===== src/rtl/nibble_serial_add_ctrl_pkg.sv =====
// Shared definitions for the nibble-serial add/subtract sequencer.
//   state_e  : controller state encoding (IDLE, RUN, DONE)
//   NIBBLE_W : width of the shared carry-lookahead slice
//   clog2    : width helper for the pass counter (never returns 0)
package nibble_serial_add_ctrl_pkg;

  localparam int unsigned NIBBLE_W = 4;

  typedef enum logic [1:0] {
    IDLE = 2'd0,
    RUN  = 2'd1,
    DONE = 2'd2
  } state_e;

  function automatic int unsigned clog2(input int unsigned v);
    int unsigned r;
    r = 0;
    for (int unsigned x = v - 1; x > 0; x = x >> 1) begin
      r = r + 1;
    end
    return (r == 0) ? 1 : r;
  endfunction

endpackage


===== src/rtl/nibble_serial_add_ctrl_if.sv =====
// Operand/result handshake bundle for nibble_serial_add_ctrl.
//   in_*  : operand request channel (valid/ready), A, B, carry-in, subtract
//   out_* : result channel (valid/ready), sum, carry-out, signed overflow
// master = requester/consumer side, slave = the adder sequencer.
interface nibble_serial_add_ctrl_if #(
  parameter int unsigned WIDTH = 16
);

  logic             in_valid;
  logic             in_ready;
  logic [WIDTH-1:0] in_a;
  logic [WIDTH-1:0] in_b;
  logic             in_cin;
  logic             in_sub;
  logic             out_valid;
  logic             out_ready;
  logic [WIDTH-1:0] out_sum;
  logic             out_cout;
  logic             out_ovf;

  modport master (
    output in_valid, in_a, in_b, in_cin, in_sub, out_ready,
    input  in_ready, out_valid, out_sum, out_cout, out_ovf
  );

  modport slave (
    input  in_valid, in_a, in_b, in_cin, in_sub, out_ready,
    output in_ready, out_valid, out_sum, out_cout, out_ovf
  );

endinterface


===== src/rtl/nibble_serial_add_ctrl_cla_slice4.sv =====
// cla_slice4: combinational 4-bit carry-lookahead adder.
//   a, b : addend nibbles
//   cin  : carry into bit 0
//   sum  : 4-bit sum
//   cout : carry out of bit 3
module cla_slice4
  import nibble_serial_add_ctrl_pkg::*;
(
  input  logic [NIBBLE_W-1:0] a,
  input  logic [NIBBLE_W-1:0] b,
  input  logic                cin,
  output logic [NIBBLE_W-1:0] sum,
  output logic                cout
);

  logic [NIBBLE_W-1:0] p;
  logic [NIBBLE_W-1:0] g;
  logic [NIBBLE_W-1:0] c;

  assign p = a ^ b;
  assign g = a & b;

  // All carries are flat sum-of-products of generate/propagate terms.
  assign c[0] = cin;
  assign c[1] = g[0] | (p[0] & cin);
  assign c[2] = g[1] | (p[1] & g[0]) | (p[1] & p[0] & cin);
  assign c[3] = g[2] | (p[2] & g[1]) | (p[2] & p[1] & g[0])
              | (p[2] & p[1] & p[0] & cin);
  assign cout = g[3] | (p[3] & g[2]) | (p[3] & p[2] & g[1])
              | (p[3] & p[2] & p[1] & g[0])
              | (p[3] & p[2] & p[1] & p[0] & cin);

  assign sum = p ^ c;

endmodule


===== src/rtl/nibble_serial_add_ctrl.sv =====
// nibble_serial_add_ctrl: WIDTH-bit add/subtract that reuses one 4-bit
// carry-lookahead slice over WIDTH/4 cycles, least-significant nibble first.
//   clk   : rising-edge clock
//   rst_n : asynchronous active-low reset
//   bus   : slave side of nibble_serial_add_ctrl_if (operand and result
//           valid/ready channels, sum, carry-out, signed overflow)
// An accepted operand pair yields out_valid NIB edges later; the result is
// held until the consumer takes it, then the block returns to IDLE.
module nibble_serial_add_ctrl
  import nibble_serial_add_ctrl_pkg::*;
#(
  parameter int unsigned WIDTH = 16
) (
  input  logic                   clk,
  input  logic                   rst_n,
  nibble_serial_add_ctrl_if.slave bus
);

  localparam int unsigned NIB   = WIDTH / NIBBLE_W;
  localparam int unsigned CNT_W = clog2(NIB);
  localparam logic [CNT_W-1:0] CNT_LAST = CNT_W'(NIB - 1);

  state_e             state_q, state_d;
  logic [WIDTH-1:0]   a_sh_q, a_sh_d;
  logic [WIDTH-1:0]   b_sh_q, b_sh_d;
  logic [WIDTH-1:0]   sum_sh_q, sum_sh_d;
  logic               carry_q, carry_d;
  logic               a_msb_q, a_msb_d;
  logic               b_msb_q, b_msb_d;
  logic [CNT_W-1:0]   cnt_q, cnt_d;
  logic               in_ready_q, in_ready_d;
  logic               out_valid_q, out_valid_d;
  logic [WIDTH-1:0]   out_sum_q, out_sum_d;
  logic               out_cout_q, out_cout_d;
  logic               out_ovf_q, out_ovf_d;

  logic [NIBBLE_W-1:0] slice_sum;
  logic                slice_cout;
  logic [WIDTH-1:0]    b_eff;
  logic [WIDTH-1:0]    sum_shifted;

  cla_slice4 u_slice (
    .a    (a_sh_q[NIBBLE_W-1:0]),
    .b    (b_sh_q[NIBBLE_W-1:0]),
    .cin  (carry_q),
    .sum  (slice_sum),
    .cout (slice_cout)
  );

  assign b_eff       = bus.in_sub ? ~bus.in_b : bus.in_b;
  // Each pass deposits its nibble at the top; after NIB passes the first
  // nibble has walked down to bit 0.
  assign sum_shifted = {slice_sum, sum_sh_q[WIDTH-1:NIBBLE_W]};

  always_comb begin
    state_d     = state_q;
    a_sh_d      = a_sh_q;
    b_sh_d      = b_sh_q;
    sum_sh_d    = sum_sh_q;
    carry_d     = carry_q;
    a_msb_d     = a_msb_q;
    b_msb_d     = b_msb_q;
    cnt_d       = cnt_q;
    in_ready_d  = in_ready_q;
    out_valid_d = out_valid_q;
    out_sum_d   = out_sum_q;
    out_cout_d  = out_cout_q;
    out_ovf_d   = out_ovf_q;

    unique case (state_q)
      IDLE: begin
        if (!in_ready_q) begin
          // First edge out of reset only raises ready; nothing is accepted.
          in_ready_d = 1'b1;
        end else if (bus.in_valid) begin
          a_sh_d     = bus.in_a;
          b_sh_d     = b_eff;
          carry_d    = bus.in_sub ? 1'b1 : bus.in_cin;
          a_msb_d    = bus.in_a[WIDTH-1];
          b_msb_d    = b_eff[WIDTH-1];
          cnt_d      = '0;
          in_ready_d = 1'b0;
          state_d    = RUN;
        end
      end

      RUN: begin
        a_sh_d   = {{NIBBLE_W{1'b0}}, a_sh_q[WIDTH-1:NIBBLE_W]};
        b_sh_d   = {{NIBBLE_W{1'b0}}, b_sh_q[WIDTH-1:NIBBLE_W]};
        sum_sh_d = sum_shifted;
        carry_d  = slice_cout;
        cnt_d    = cnt_q + 1'b1;
        if (cnt_q == CNT_LAST) begin
          cnt_d       = '0;
          out_valid_d = 1'b1;
          out_sum_d   = sum_shifted;
          out_cout_d  = slice_cout;
          out_ovf_d   = (a_msb_q == b_msb_q) && (slice_sum[NIBBLE_W-1] != a_msb_q);
          state_d     = DONE;
        end
      end

      DONE: begin
        if (bus.out_ready) begin
          out_valid_d = 1'b0;
          in_ready_d  = 1'b1;
          state_d     = IDLE;
        end
      end

      default: begin
        state_d = IDLE;
      end
    endcase
  end

  always_ff @(posedge clk or negedge rst_n) begin
    if (!rst_n) begin
      state_q     <= IDLE;
      a_sh_q      <= '0;
      b_sh_q      <= '0;
      sum_sh_q    <= '0;
      carry_q     <= 1'b0;
      a_msb_q     <= 1'b0;
      b_msb_q     <= 1'b0;
      cnt_q       <= '0;
      in_ready_q  <= 1'b0;
      out_valid_q <= 1'b0;
      out_sum_q   <= '0;
      out_cout_q  <= 1'b0;
      out_ovf_q   <= 1'b0;
    end else begin
      state_q     <= state_d;
      a_sh_q      <= a_sh_d;
      b_sh_q      <= b_sh_d;
      sum_sh_q    <= sum_sh_d;
      carry_q     <= carry_d;
      a_msb_q     <= a_msb_d;
      b_msb_q     <= b_msb_d;
      cnt_q       <= cnt_d;
      in_ready_q  <= in_ready_d;
      out_valid_q <= out_valid_d;
      out_sum_q   <= out_sum_d;
      out_cout_q  <= out_cout_d;
      out_ovf_q   <= out_ovf_d;
    end
  end

  assign bus.in_ready  = in_ready_q;
  assign bus.out_valid = out_valid_q;
  assign bus.out_sum   = out_sum_q;
  assign bus.out_cout  = out_cout_q;
  assign bus.out_ovf   = out_ovf_q;

endmodule


===== src/flat_wrapper.sv =====
// flat-port wrapper written by rule: the top's interface ports become plain ports
module nibble_serial_add_ctrl_flat import nibble_serial_add_ctrl_pkg::*;
#(
  parameter int unsigned WIDTH = 16
)
  (clk, rst_n, bus_in_valid, bus_in_a, bus_in_b, bus_in_cin, bus_in_sub, bus_out_ready, bus_in_ready, bus_out_valid, bus_out_sum, bus_out_cout, bus_out_ovf);
  nibble_serial_add_ctrl_if #(.WIDTH(WIDTH)) bus_i ();
  input  logic clk;
  input  logic rst_n;
  input wire logic [$bits(bus_i.in_valid)-1:0] bus_in_valid;
  input wire logic [$bits(bus_i.in_a)-1:0] bus_in_a;
  input wire logic [$bits(bus_i.in_b)-1:0] bus_in_b;
  input wire logic [$bits(bus_i.in_cin)-1:0] bus_in_cin;
  input wire logic [$bits(bus_i.in_sub)-1:0] bus_in_sub;
  input wire logic [$bits(bus_i.out_ready)-1:0] bus_out_ready;
  output wire logic [$bits(bus_i.in_ready)-1:0] bus_in_ready;
  output wire logic [$bits(bus_i.out_valid)-1:0] bus_out_valid;
  output wire logic [$bits(bus_i.out_sum)-1:0] bus_out_sum;
  output wire logic [$bits(bus_i.out_cout)-1:0] bus_out_cout;
  output wire logic [$bits(bus_i.out_ovf)-1:0] bus_out_ovf;
  assign bus_i.in_valid = bus_in_valid;
  assign bus_i.in_a = bus_in_a;
  assign bus_i.in_b = bus_in_b;
  assign bus_i.in_cin = bus_in_cin;
  assign bus_i.in_sub = bus_in_sub;
  assign bus_i.out_ready = bus_out_ready;
  assign bus_in_ready = bus_i.in_ready;
  assign bus_out_valid = bus_i.out_valid;
  assign bus_out_sum = bus_i.out_sum;
  assign bus_out_cout = bus_i.out_cout;
  assign bus_out_ovf = bus_i.out_ovf;
  nibble_serial_add_ctrl #(.WIDTH(WIDTH)) u_core (.clk(clk), .rst_n(rst_n), .bus(bus_i));
endmodule

===== config.mk =====
export PLATFORM = sky130hd
export DESIGN_NAME = nibble_serial_add_ctrl_flat
export DESIGN_NICKNAME = d
export VERILOG_FILES = /design/src/rtl/nibble_serial_add_ctrl_pkg.sv /design/src/rtl/nibble_serial_add_ctrl_if.sv /design/src/rtl/nibble_serial_add_ctrl_cla_slice4.sv /design/src/rtl/nibble_serial_add_ctrl.sv /design/src/flat_wrapper.sv
export SDC_FILE = /design/constraint.sdc
export NUM_CORES = 1
export LEC_CHECK = 0
export CAP_MARGIN = 10
export CORE_MARGIN = 3
export CORE_UTILIZATION = 45
export DETAILED_ROUTE_END_ITERATION = 6
export DONT_BUFFER_PORTS = 1
export PLACE_DENSITY = 0.63
export SLEW_MARGIN = 20
export SYNTH_ARGS = -nofsm -noshare
export SYNTH_HDL_FRONTEND = slang
export SYNTH_SLANG_ARGS = --single-unit
export TNS_END_PERCENT = 50

===== constraint.sdc =====
create_clock -name clk -period 2.41 [get_ports clk]
set_input_delay 0.3615 -clock clk [delete_from_list [all_inputs] [get_ports clk]]
set_output_delay 0.3615 -clock clk [all_outputs]
set_load 0.005 [all_outputs]

==> out/metrics.csv <==
metric,value,unit
hold_class,input port to flop,
htree_levels,3,
ys_types,35,
power_density,1280,nW/um^2
slew-limit-headroom,0.679,
syn_to_final_growth,9.11,%
syn-cell-area,3300,sq um
insertion_delay,0.35,ns
grt_first_pass_wirelength,11200,microns
fin_skew,0.00739,ns
vdd_drop_max,0.382,mV
drcViolationCount,0,
antenna_cells,0,
synth_ff_type,dfrtp_1,
num_vias,2236,
syn-num-nets,368,
io_pins,58,
grt_setup_unrepaired,false,
start_util,0.475,
ys_seq_area_frac,0.539,
dp_hpwl,4470,microns
clk_path_buf_depth,2,
antenna_found_initial,0,
grt_pass1_vias,2314,
final_antenna_net_count,0,
dr.pass1.iters,4,
final_net_count,365,
async_flop_share,1.00,
cpPeakStageDelay,0.52,ns
multiInputGateArea,1400,sq um
yosysTopAreaCellShare,0.539,
wirelength,6670,microns
yosysWarnings,0,
maxSlewViolCount,0,
arrival,2.11,ns
grt_max_degree,72,
syn-mean-instance-area,10.2,sq um
gp_congestion,0.764,
viasPerCell,5.30,
cts_tree,done,
seqCellArea,1780,sq um
p_leak,1.64,nW
fin_crit,1.82,ns
finalCritPeriodShare,0.756,
path_max_fanout,4,
max_freq,549,MHz
cts-resized-gates,0,
gr-total-overflow,0,
clkSlewWorstSetupHoldPaths,0.08,ns
hold_viol,0,
cp-start-kind,flop,
avgRoutedWirePerCell,15.8,microns
cts_buffers,9,
final_area,3600,sq um
io_buffers,0,
die-area,8390,sq um
initialDrtViolationCount,68,
outcome,completed,
fp.dieH,91.6,microns
rows,30,
setup_viol,0,
ys_ff_latch,71,
synth_top_area_cell,dfrtp_1,
cts_sinks,71,
crit_chain,ha_1 -> a21o_1 -> and4_1 -> or4_1 -> nand3_1,
tns,0,ns
end_kind,flop,
worst_slew_pin_slew,0.480,ns
cts_root_buffer,clkbuf_8,
die_width,91.6,microns
maxCapViolCount,0,
worstSetupPathType,flop to flop,
coreArea,6940,sq um
drive_above_1_share,0.113,
p_total,4.59,mW
synth_area_leaders,"dfrtp_1 (54%), o21ai_0 (5.9%), nand2_1 (5.9%), mux2_2 (4.4%), xnor2_1 (4.3%)",
syn_inst,324,
crit_required,2.70,ns
grt_usage,0.170,
placed_cell_area,3380,sq um
critPathSlowestCell,or4_1,
fillers,649,
synth_edf_count,0,
==> where the power goes <==
part | leakage [nW] | internal (mW) | switching (mW)
sequential | 0.909 | 1.69 | 0.358
clock | 0.0829 | 0.378 | 0.475
combinational | 0.645 | 0.708 | 0.979
total | 1.64 | 2.78 | 1.81
==> cells in the mapped netlist, drive strengths merged (2+ instances only) <==
master	n
dfrtp	71
nand2	52
o21ai	39
nor2	22
a21oi	20
xnor2	16
mux2	13
a22oi	12
buf	12
mux2i	12
clkbuf	10
nand3	7
ha	5
inv	5
o31ai	5
nand2b	3
nand3b	2
nor2b	2
nor3	2
or3	2
xor2	2
==> placed cells by master, fill, tap and decap left out, types with 3 or more instances in the layout <==
master,n
mux2i_1,12
mux2_2,13
nor2_1,22
o21ai_0,39
buf_4,4
a21oi_1,20
inv_1,5
dfrtp_1,71
nand2b_1,3
a22oi_1,12
clkbuf_8,9
xnor2_1,16
nand2_1,52
o31ai_1,5
nand3_1,7
ha_1,5
==> flip-flops by register name, indices dropped and copies added (netlist names), 2 cells and up <==
register and count:
u_core.state_q 2, u_core.b_sh_q 16, u_core.sum_sh_q 12, u_core.cnt_q 2, u_core.bus.out_sum 16, u_core.a_sh_q 16
==> logic make-up (layout without fill, tap and decap cells) <==
group	count (synthesis)	after routing	share of synthesized area
AOI/OAI and AO/OA	83	83	0.145
xor gates and xnor gates	18	18	0.0478
adders and majority gates	6	6	0.0251
buffers and inverters	27	29	0.0372
DFF	71	71	0.539
muxes	25	25	0.0809
and+or+nand+nor	94	94	0.125
==> worst paths after layout <==
check	slack, ns	from	end	cells past startpoint
max in group asynchronous	1.56	rst_n	u_core.carry_q	2
hold / removal	0.09	bus_out_ready	u_core.state_q[1]	1
setup reg to reg	0.59	u_core.b_sh_q[0]	u_core.bus.out_ovf	5
hold reg to reg	0.47	u_core.sum_sh_q[7]	u_core.sum_sh_q[7]	2
min in group asynchronous	0.56	rst_n	u_core.sum_sh_q[14]	2
setup / recovery	0.59	u_core.b_sh_q[0]	u_core.bus.out_ovf	5
==> metrics by stage <==
stage	setup WS, ns	hold slack (ns)	util	instances
2_1_floorplan	0.692	0.0659	-	324
3_3_place_gp	0.646	0.0686	0.487	404
3_5_place_dp	0.619	0.0687	0.487	404
4_1_cts	0.590	0.0847	0.518	422
5_1_grt	0.486	0.0821	0.518	422
6_report	0.588	0.0927	0.518	422
==> worst max-delay path, delay by kind of cell (launching register included) <==
| kind | cells | cell delay [ns] |
|---|---|---|
| AND/OR/NAND/NOR | 3 | 0.83 |
| flip-flops | 1 | 0.42 |
| AO/OA/AOI/OAI | 1 | 0.17 |
| adder cells (fa/ha/maj) | 1 | 0.33 |
==> timing repair <==
item / CTS / global route
endpoints found under the hold margin: 71 / 0
buffers inserted: 0 / 0
hold buffers: 2 / 0
==> final cells by class <==
cell class,count,share of cell area
clock inverters,6,0.0129
multi-input cells,226,0.389
repair buffers,8,0.0299
well taps,96,0.0334
inverters,5,0.00522
clock buffers,10,0.0355
flip-flops and latches,71,0.494
==> routing by layer <==
metal	part of all wire	global-route usage	vias to the layer above
li1	-	-	1109
met1	0.47	0.210	1079
met2	0.46	0.269	43
met3	0.059	0.0605	5
met4	0.011	0.0678	0
met5	0	0	-
Note: power is estimated with default switching activity, not from simulation.
